[src/rtl/dac_spi_sched.sv]
// rtl/dac_spi_sched.sv - coalescing round-robin DAC write scheduler for a shared SPI master
// Each channel has one shadow value and a pending bit. Pending channels are issued one frame at a time.
module dac_spi_sched #(
   parameter int NUM_CH = 4,
   parameter int VAL_W = 12,
   parameter int CMD_W = 2,
   parameter logic [CMD_W-1:0] CMD_WRITE = 2'b11,
   parameter int ADDR_W = $clog2(NUM_CH),
   parameter int FRAME_W = CMD_W + ADDR_W + VAL_W
) (
   input  logic                    clk_i,
   input  logic                    arst_i,
   input  logic [NUM_CH-1:0]       wr_i,
   input  logic [NUM_CH*VAL_W-1:0] val_i,
   output logic [NUM_CH-1:0]       pend_o,
   output logic [NUM_CH-1:0]       done_o,
   output logic                    busy_o,
   output logic [FRAME_W-1:0]      spi_data_o,
   output logic                    spi_wre_o,
   input  logic                    spi_rdy_i
);

   typedef enum logic [1:0] {IDLE, WAIT_ACC, WAIT_DONE} state_t;

   state_t             state;
   logic [VAL_W-1:0]   sh [NUM_CH];
   logic [NUM_CH-1:0]  pend;
   logic [ADDR_W-1:0]  rr_ptr;
   logic [ADDR_W-1:0]  cur;
   logic [ADDR_W-1:0]  gnt;
   logic [ADDR_W-1:0]  idx;
   logic               gnt_ok;
   logic               fire;
   logic [NUM_CH-1:0]  clr;

   // Scan downward so the pending channel closest to rr_ptr is the last one kept.
   always_comb begin
      gnt_ok = 1'b0;
      gnt = '0;
      idx = '0;
      for (int i = NUM_CH - 1; i >= 0; i--) begin
         idx = rr_ptr + ADDR_W'(i);
         if (pend[idx]) begin
            gnt_ok = 1'b1;
            gnt = idx;
         end
      end
   end

   assign fire = (state == IDLE) && gnt_ok && spi_rdy_i;
   assign clr = fire ? (NUM_CH'(1) << gnt) : '0;
   assign pend_o = pend;

   always_ff @(posedge clk_i or posedge arst_i) begin
      if (arst_i) begin
         state <= IDLE;
         pend <= '0;
         rr_ptr <= '0;
         cur <= '0;
         done_o <= '0;
         busy_o <= 1'b0;
         spi_data_o <= '0;
         spi_wre_o <= 1'b0;
         for (int k = 0; k < NUM_CH; k++) sh[k] <= '0;
      end else begin
         done_o <= '0;
         // A write on the grant edge re-arms the channel; the frame keeps the old shadow value.
         pend <= (pend & ~clr) | wr_i;
         for (int k = 0; k < NUM_CH; k++) begin
            if (wr_i[k]) sh[k] <= val_i[k*VAL_W +: VAL_W];
         end
         case (state)
            IDLE: begin
               if (fire) begin
                  spi_data_o <= {CMD_WRITE, gnt, sh[gnt]};
                  spi_wre_o <= 1'b1;
                  cur <= gnt;
                  rr_ptr <= gnt + ADDR_W'(1);
                  busy_o <= 1'b1;
                  state <= WAIT_ACC;
               end
            end
            WAIT_ACC: begin
               spi_wre_o <= 1'b0;
               if (!spi_rdy_i) state <= WAIT_DONE;
            end
            WAIT_DONE: begin
               if (spi_rdy_i) begin
                  done_o[cur] <= 1'b1;
                  busy_o <= 1'b0;
                  state <= IDLE;
               end
            end
            default: state <= IDLE;
         endcase
      end
   end

endmodule
[config.mk]
export PLATFORM = sky130hd
export DESIGN_NAME = dac_spi_sched
export DESIGN_NICKNAME = d
export VERILOG_FILES = /design/src/rtl/dac_spi_sched.sv
export SDC_FILE = /design/constraint.sdc
export NUM_CORES = 1
export LEC_CHECK = 0
export ABC_AREA = 1
export BUFFER_PORTS_ARGS = -buffer_cell sky130_fd_sc_hd__clkbuf_2
export CELL_PAD_IN_SITES_DETAIL_PLACEMENT = 0
export CELL_PAD_IN_SITES_GLOBAL_PLACEMENT = 2
export CORE_UTILIZATION = 34
export DETAILED_ROUTE_END_ITERATION = 8
export PLACE_DENSITY = 0.86
export SKIP_CTS_REPAIR_TIMING = 1
export SLEW_MARGIN = 20
export SYNTH_ARGS = -nofsm -noshare
export SYNTH_HDL_FRONTEND = slang
export SYNTH_SLANG_ARGS = --single-unit
[constraint.sdc]
create_clock -name clk_i -period 5.51 [get_ports clk_i]
set_input_delay 0.8265 -clock clk_i [delete_from_list [all_inputs] [get_ports clk_i]]
set_output_delay 0.8265 -clock clk_i [all_outputs]
set_load 0.005 [all_outputs]
==> results.py <==
metrics = {
    "sta": {
        "max_clock_freq_ghz": 0.4228,
        "tns_ns": 0,
        "period_needed_ns": 2.365,
        "period_share": 0.4292,
        "slew_violations": 0,
        "finClkSkew_ns": 0.009687,
        "setup_viol": 0,
        "grt_setup_unrepaired": "false",
        "hold_viol": 0,
        "tightest_slew_ns": 0.5581,
        "max_slew_margin": 0.6279,
        "timing.hold.ws_ns": 0.4795,
    },
    "grt": {
        "grt_pass1_wl_microns": 14670,
        "grt_use_total": 0.1702,
        "grt_max_degree": 78,
        "grt_pass1_vias": 2884,
        "grt_overflow": 0,
        "grt_antenna_before_repair": 0,
    },
    "placed_design": {
        "dp_hpwl_microns": 6319,
        "port_buffers": 80,
        "gp_congestion": 0.8511,
    },
    "cts": {
        "htreeDepth": 3,
        "cts_made_buffers": 9,
        "cts_buffer_depth": 2,
        "clk_latency_ns": 0.35,
        "cts_tree": "built",
        "root_buffer": "clkbuf_8",
        "clock-sinks": 77,
        "clk_pin_slew_worst_paths_ns": 0.08,
    },
    "floorplanning": {
        "start_util": 0.3514,
        "die_x_microns": 105.5,
        "fp.dieArea_sq_um": 11130,
        "die_h_microns": 105.5,
        "core_sq_um": 10370,
        "io_pins": 81,
        "num_rows": 37,
    },
    "yosys": {
        "netlist_area_sq_um": 3643,
        "synth_warnings": 0,
        "ys_seq_area_frac": 0.5288,
        "yosysTopAreaCell": "dfrtp_1",
        "yosysUniqueCellTypes": 29,
        "syn-num-nets": 489,
        "yosys-top-cells-area": "dfrtp_1 53%, nand2_1 18%, nand3_1 5.9%",
        "avgSynthCellArea_sq_um": 8.395,
        "synth_cells": 434,
        "synth_top_area_share": 0.5288,
        "ys_ff_latch": 77,
    },
    "critical_path": {
        "critPathLaunchType": "flop",
        "worstSetupPathType": "reg -> reg",
        "worst-path-max-fanout": 26,
        "crit_required_ns": 5.80,
        "cp-end-kind": "flop",
        "arrival_ns": 2.66,
        "r2r_slack_ns": 3.15,
    },
    "final_layout": {
        "drive_gt1_frac": 0.2612,
        "diodes": 0,
        "final_nets": 563,
        "num-fill-cells": 1084,
        "syn_to_final_growth_pct": 19.16,
    },
    "min_path": {
        "hp-class": "reg -> reg",
    },
    "pwr": {
        "worst_ir_drop_vdd_uv": 210.1,
        "comb_power_share": 0.446,
        "power.switching_uw": 944.3,
        "power_leakage_uw": 0.002358,
        "power_uw": 2224,
        "internal_power_uw": 1280,
        "p_per_area_nw_per_um2": 512.2,
        "pwr-share-clk": 0.217,
        "sw_frac_of_total": 0.4246,
        "seq_power_share": 0.337,
    },
    "drt": {
        "via_per_inst": 4.507,
        "totalWireLength_microns": 8665,
        "vias": 2925,
        "drt_first_pass_iters": 4,
        "drt_iter0_markers": 118,
        "drc": 0,
        "routedWlPerCell_microns": 13.35,
        "ant_nets": 0,
    },
    "run": {
        "maxCapViolCount": 0,
    },
    "status": {
        "status": "completed",
    },
}
flip-flops by register name (all words and copies together) (netlist names):
signal and flops:
done_o 4, sh 48, rr_ptr 2, busy_o 1
spi_wre_o 1, pend_o 4, spi_data_o 15, state 2
metal layers:
| metal | vias up | track usage | share of wire | routed length [microns] |
|---|---|---|---|---|
| met1 | 1333 | 0.2563 | 0.53 | 4568 |
| li1 | 1508 | - | - | - |
| met2 | 74 | 0.2415 | 0.42 | 3651 |
| met5 | - | 0 | 0 | 0 |
| met3 | 10 | 0.03030 | 0.035 | 299 |
| met4 | 0 | 0.06548 | 0.017 | 146 |
worst max-delay path, stage by stage, from the launching register on:
cell,delay [ns]
dfrtp_1,0.70
inv_1,0.17
nand2_1,0.11
and2_1,0.14
nand2_1,0.07
nand2_1,0.08
inv_2,0.05
nand2_2,0.08
nand2_4,0.18
nand2_8,0.26
nand2_1,0.08
nand2_1,0.09
nand2_1,0.07
nand2_1,0.09
nand2_1,0.06
nand2_1,0.06
cells in the mapped netlist:
cell and number:
nand2_1 174, dfrtp_1 77, nand3_1 43, inv_1 40, o21ai_0 27, mux2_2 12, nand2_2 11, clkbuf_1 7
buf_2 4, buf_6 4, nor2_1 4, nor4_1 4, a21oi_1 3, buf_4 3, o21ai_2 3, a21o_1 2
inv_2 2, nand3_4 2, nor2_2 2, and2_1 1, buf_1 1, buf_8 1, nand2_4 1, nand2_8 1
nand3b_1 1, o211ai_1 1, o21bai_1 1, or2_2 1, xnor2_1 1
logic make-up after synthesis:
kind of cell	Yosys count	share of synthesized area
and+or+nand+nor	245	0.2953
AOI/OAI and AO/OA	37	0.05666
muxes	12	0.03709
DFF	77	0.5288
xor gates and xnor gates	1	0.002404
buffers and inverters	62	0.07967
worst paths after layout:
path | end | start | depth (start not counted)
setup reg to reg | spi_data_o[7] | rr_ptr[0] | 15
hold / removal | sh[15] | sh[15] | 2
hold reg to reg | sh[15] | sh[15] | 2
setup / recovery | spi_data_o[7] | rr_ptr[0] | 15
max in group asynchronous | sh[44] | arst_i | 4
min in group asynchronous | sh[27] | arst_i | 3
area by class of cell:
type	count	area, sq um	area share
clock inverter	4	70.07	0.01614
timing repair buffer	83	435.4	0.1003
sequential	77	1927	0.4438
multi-input combinational	295	1426	0.3285
inverter	42	157.7	0.03631
tap	136	170.2	0.03919
clock buffer	12	155.1	0.03573
cell usage in the layout (no fill, tap or decap), types with 3 or more instances in the layout:
cell type / count
nand2_1: 174
clkbuf_2: 80
dfrtp_1: 77
nand3_1: 43
inv_1: 39
o21ai_0: 27
mux2_2: 12
nand2_2: 11
clkbuf_8: 11
nor2_1: 4
nor4_1: 4
o21ai_2: 3
a21oi_1: 3
inv_2: 3
power by group through the flow:
stage	Combinational, uW	Clock, uW	Sequential (uW)
after global placement	989	0	758
after detailed placement	988	0	760
after global routing	1130	518	762
final	991	483	749
after CTS	993	495	749
after floorplan	823	0	737
per-stage QoR:
stage | instances | utilization | area, sq um | setup slack (ns)
6_report | 649 | 0.4187 | 4342 | 3.145
5_1_grt | 649 | 0.4187 | 4342 | 2.890
4_1_cts | 648 | 0.4167 | 4322 | 3.168
3_5_place_dp | 632 | 0.3950 | 4096 | 3.198
3_3_place_gp | 632 | 0.3950 | 4096 | 3.254
2_1_floorplan | 434 | - | 3643 | 2.717
Note: power is estimated with default switching activity, not from simulation.
